$ cat src/rtl/fetch_stage.sv
// Instruction-fetch stage: owns the PC and the instruction-memory request FSM,
// and feeds instruction / sequential PC / write enable into the IF/ID register.
module fetch_stage #(
    parameter logic [15:0] RESET_PC  = 16'h0000,
    parameter logic [15:0] NOP_INSTR = 16'h0800
) (
    input  logic        clk,
    input  logic        rst,
    input  logic        stall,
    input  logic        redirect_en,
    input  logic [15:0] redirect_PC,
    input  logic        halt,
    output logic        imem_req,
    output logic [15:0] imem_addr,
    input  logic        imem_rdy,
    input  logic [15:0] imem_data,
    output logic [15:0] instruc_out,
    output logic [15:0] seq_PC_out,
    output logic        if_id_en
);

    typedef enum logic [2:0] {
        ST_ISSUE,
        ST_WAIT,
        ST_HOLD,
        ST_SQUASH,
        ST_HALT
    } state_t;

    state_t      state_q, state_d;
    logic [15:0] pc_q, pc_d;
    logic [15:0] hold_instr_q, hold_instr_d;

    logic        req_c;
    logic [15:0] instr_c;
    logic [15:0] seq_c;
    logic        en_c;
    logic [15:0] pc_plus2;

    assign pc_plus2 = pc_q + 16'd2;

    always_ff @(posedge clk or posedge rst) begin
        if (rst) begin
            state_q      <= ST_ISSUE;
            pc_q         <= RESET_PC;
            hold_instr_q <= NOP_INSTR;
        end else begin
            state_q      <= state_d;
            pc_q         <= pc_d;
            hold_instr_q <= hold_instr_d;
        end
    end

    always_comb begin
        state_d      = state_q;
        pc_d         = pc_q;
        hold_instr_d = hold_instr_q;
        req_c        = 1'b0;
        instr_c      = NOP_INSTR;
        seq_c        = pc_q;
        en_c         = ~stall;

        if (state_q == ST_HALT) begin
            en_c = 1'b0;
        end else if (halt) begin
            state_d = ST_HALT;
            en_c    = 1'b1;
        end else if (redirect_en) begin
            // Flush beats stall; an unanswered request must still be drained.
            pc_d  = redirect_PC;
            seq_c = redirect_PC;
            en_c  = 1'b1;
            if ((state_q == ST_WAIT || state_q == ST_SQUASH) && !imem_rdy)
                state_d = ST_SQUASH;
            else
                state_d = ST_ISSUE;
        end else begin
            case (state_q)
                ST_ISSUE: begin
                    req_c   = 1'b1;
                    state_d = ST_WAIT;
                end
                ST_WAIT: begin
                    if (imem_rdy && !stall) begin
                        instr_c = imem_data;
                        seq_c   = pc_plus2;
                        en_c    = 1'b1;
                        pc_d    = pc_plus2;
                        state_d = ST_ISSUE;
                    end else if (imem_rdy) begin
                        hold_instr_d = imem_data;
                        state_d      = ST_HOLD;
                    end
                end
                ST_HOLD: begin
                    if (!stall) begin
                        instr_c = hold_instr_q;
                        seq_c   = pc_plus2;
                        en_c    = 1'b1;
                        pc_d    = pc_plus2;
                        state_d = ST_ISSUE;
                    end
                end
                ST_SQUASH: begin
                    if (imem_rdy)
                        state_d = ST_ISSUE;
                end
                default: begin
                    state_d = ST_ISSUE;
                end
            endcase
        end
    end

    // Outputs are forced quiet for as long as reset is held.
    always_comb begin
        imem_req    = rst ? 1'b0 : req_c;
        imem_addr   = rst ? RESET_PC : pc_q;
        instruc_out = rst ? NOP_INSTR : instr_c;
        seq_PC_out  = rst ? 16'h0000 : seq_c;
        if_id_en    = rst ? 1'b0 : en_c;
    end

endmodule

$ cat config.mk
export PLATFORM = sky130hd
export DESIGN_NAME = fetch_stage
export DESIGN_NICKNAME = d
export VERILOG_FILES = /design/src/rtl/fetch_stage.sv
export SDC_FILE = /design/constraint.sdc
export NUM_CORES = 1
export LEC_CHECK = 0
export ABC_AREA = 1
export ABC_CLOCK_PERIOD_IN_PS = 2150
export CORE_UTILIZATION = 40
export CTS_BUF_LIST = sky130_fd_sc_hd__clkbuf_16
export CTS_CLUSTER_SIZE = 10
export DETAILED_ROUTE_END_ITERATION = 7
export PLACE_DENSITY = 0.77
export SLEW_MARGIN = 20
export SYNTH_ARGS = -nofsm -noshare
export SYNTH_HDL_FRONTEND = slang
export SYNTH_SLANG_ARGS = --single-unit
$ cat constraint.sdc
create_clock -name clk -period 2.15 [get_ports clk]
set_clock_uncertainty 0.2 [all_clocks]
set_input_delay 0.215 -clock clk [delete_from_list [all_inputs] [get_ports clk]]
set_output_delay 0.215 -clock clk [all_outputs]
set_load 0.01 [all_outputs]
==> results.toml <==
[clock_network]
cts_tree = "done"
h-tree-depth = 2
clk_pin_slew_ns = 0.06
cts_made_buffers = 5
cts_max_path_buffers = 2
clock_latency_ns = 0.30
cts_root_buf = "clkbuf_16"
cts.sinks = 35

[worst_hold_path]
hold_class = "in2reg"
hold_depth = 4
min_from = "halt"

[worst_setup_path]
end_kind = "primary output"
r2r_start = "state_q[2]"
crit_path_max_fanout = 4
critPathKind = "reg2out"
arrival_ns = 2.18
cp_slowest_stage_delay_ns = 0.51
r2r_cells = 12
required_ns = 1.74
crit_start = "pc_q[7]"
cpMostUsedCell = "nand2_2"
startpoint_type = "flip-flop"
cp_slowest_cell = "dfrtp_1"
crit_chain = "nand4_1 > nand3b_1 > nor2_4 > nand2_2 > nand3_2 > nand2_2 > nor2_2 > buf_2"

[timing]
max_slew_margin_pct = 67.4
rsz0062_at_grt = "yes"
period_minus_slack_ns = 2.59
setup_ws_ns = -0.440
fmax_mhz = 386
finalSetupViolCount = 38
worst_pin_slew_ns = 0.490
finalHoldViolCount = 0
min_period_over_period_pct = 120
maxSlewViolCount = 0
whs_ns = 0.268

[grt]
grt_max_degree = 36
grt_overflow_total = 0
antenna_found_initial = 0
grtUsageTotal_pct = 31.1
first_global_vias = 3254
grt_pass1_wl_mm = 15.6

[floorplanning]
core_um2 = 6060
die_w_um = 82.0
row_count = 28
dieArea_um2 = 6730
start_util_pct = 42.3
pin_count = 88
die_h_um = 82.0

[yosys]
syn_area_um2 = 2560
syn-num-nets = 383
synth_ff_type = "dfrtp_1"
synthCells = 344
syn_avg_cell_area_um2 = 7.45
yosysWarnings = 0
synth_edf_count = 0
synth_top_area_share_pct = 33.2
synthArstFlopShare_pct = 100
seq_area_frac_synth_pct = 34.2
yosys.area.top_type = "dfrtp_1"
ys_types = 33
synth_seq_cells = 35
synth.area.top_cells = "dfrtp_1 33%, nor2_1 8.6%, nand2_1 8.5%"

[route]
via_count = 3696
final_antenna_net_count = 0
viasPerCell = 5.99
routedWlPerCell_um = 21.8
drt_iter0_drc = 563
wirelength_mm = 13.4
dr.pass1.iters = 6
drc = 0

[placement]
dpl.hpwl_mm = 6.40
place_area_um2 = 3990
gp_congestion = 0.913
placement.io_buffers = 87

[power]
switching_share_pct = 34.9
p_int_mw = 1.73
seqPwrFrac_pct = 30.7
ir_drop_mv = 0.659
switching_power_mw = 0.924
clockPowerShare_pct = 32.4
finalPower_mw = 2.65
power_density_nw_per_um2 = 523
combinationalPowerShare_pct = 36.8
leakage_nw = 2.30

[finish]
nFillCells = 300
mostFrequentLayoutCell = "buf_4"
antenna_cells = 0
drive_gt1_share_pct = 52.2
fin_area_um2 = 5070
fin_nets = 580
syn_to_final_growth_pct = 97.9
layout_common_cells = "86 x buf_4, 51 x clkdlybuf4s50_1, 48 x nand2_1, 41 x buf_6, 34 x nor2_1"

[outcome]
violations = "setup timing"
run_status = "finished, violations left"

[run]
cap_violations = 0
## cells in the mapped netlist (2+ instances only)
master	instances
o211ai_2	2
nor2_4	3
inv_1	41
nand3b_1	2
mux2_2	6
mux2_4	10
a21oi_1	22
dfrtp_1	34
nand4_4	2
o21ai_0	9
buf_6	5
nand3_1	23
nand4_1	8
nor3_1	8
inv_2	7
o21ai_1	5
nand2_1	58
nand2_4	3
nor2_2	3
a22oi_1	16
clkbuf_1	5
nor2_1	59
buf_2	3
## path summary, 6_finish.rpt
| kind | to | slack (ns) |
|---|---|---|
| hold reg to reg | hold_instr_q[1] | 0.32 |
| min in group asynchronous | hold_instr_q[13] | 0.52 |
| setup reg to reg | pc_q[7] | 0 |
| max in group asynchronous | state_q[0] | 0.85 |
| hold / removal | state_q[0] | 0.27 |
| setup / recovery | seq_PC_out[15] | -0.44 |
## power by group through the flow
stage	Sequential (mW)	Combinational, mW	Clock (mW)
after floorplan	0.792	0.315	0
after global routing	0.813	1.03	0.887
after CTS	0.786	0.816	0.840
after detailed placement	0.795	0.773	0
after global placement	0.793	0.763	0
final	0.814	0.976	0.859
## metal layers
layer  share of wire, %  wire length (um)  track usage, %  up-vias
met5                  0                 0               0        -
met1                 35              4730            37.2     1741
li1                   -                 -               -     1538
met3                 10              1360            6.00       98
met2                 48              6390            54.6      319
met4                7.1               949            11.8        0
## per-stage QoR
step,TNS [ns],util (%),std cells,setup WS (ns)
4_1_cts,-1.76,72.5,594,-0.188
3_3_place_gp,-12.38,65.8,565,-0.433
6_report,-5.45,83.6,617,-0.440
5_1_grt,-7.45,83.6,617,-0.480
2_1_floorplan,0,-,344,0.284
3_5_place_dp,-12.95,65.8,565,-0.457
## final cells by class
cell class | count | area, um^2 | area share [%]
repair buffers | 202 | 1780 | 35.2
inverters | 48 | 200 | 3.95
flip-flops and latches | 35 | 881 | 17.4
repair inverters | 1 | 16.3 | 0.321
well taps | 75 | 93.8 | 1.85
multi-input cells | 248 | 1930 | 38.0
clock inverters | 3 | 43.8 | 0.864
clock buffers | 5 | 125 | 2.47
## cell families (layout without fill, tap and decap cells)
family | count (synthesis) | after routing | share of synthesized area (%)
and+or+nand+nor | 171 | 171 | 31.4
buffers and inverters | 61 | 259 | 10.6
muxes | 16 | 16 | 8.50
DFF | 35 | 35 | 34.2
AOI/OAI and AO/OA | 60 | 60 | 14.8
adders and majority gates | 1 | 1 | 0.488
## sequential cells by signal, indices dropped and copies added (netlist names)
| name | flops |
|---|---|
| state_q | 3 |
| hold_instr_q | 16 |
| pc_q | 16 |
## worst max-delay path, delay by kind of cell, from the launching register on
kind	cells	cell delay, ns
flip-flops	1	0.51
buffers and inverters	1	0.15
AND/OR/NAND/NOR	7	1.22
## timing repair
| action | 4_1_cts | 5_1_grt |
|---|---|---|
| cloned | 3 | 0 |
| hold buffers | 0 | 0 |
| endpoints found under the setup margin | 34 | 44 |
| endpoints found under the hold margin | 0 | 0 |
| pin swaps | 23 | 59 |
| buffers inserted | 18 | 27 |
| resized for setup | 195 | 128 |
Note: power is estimated with default switching activity, not from simulation.
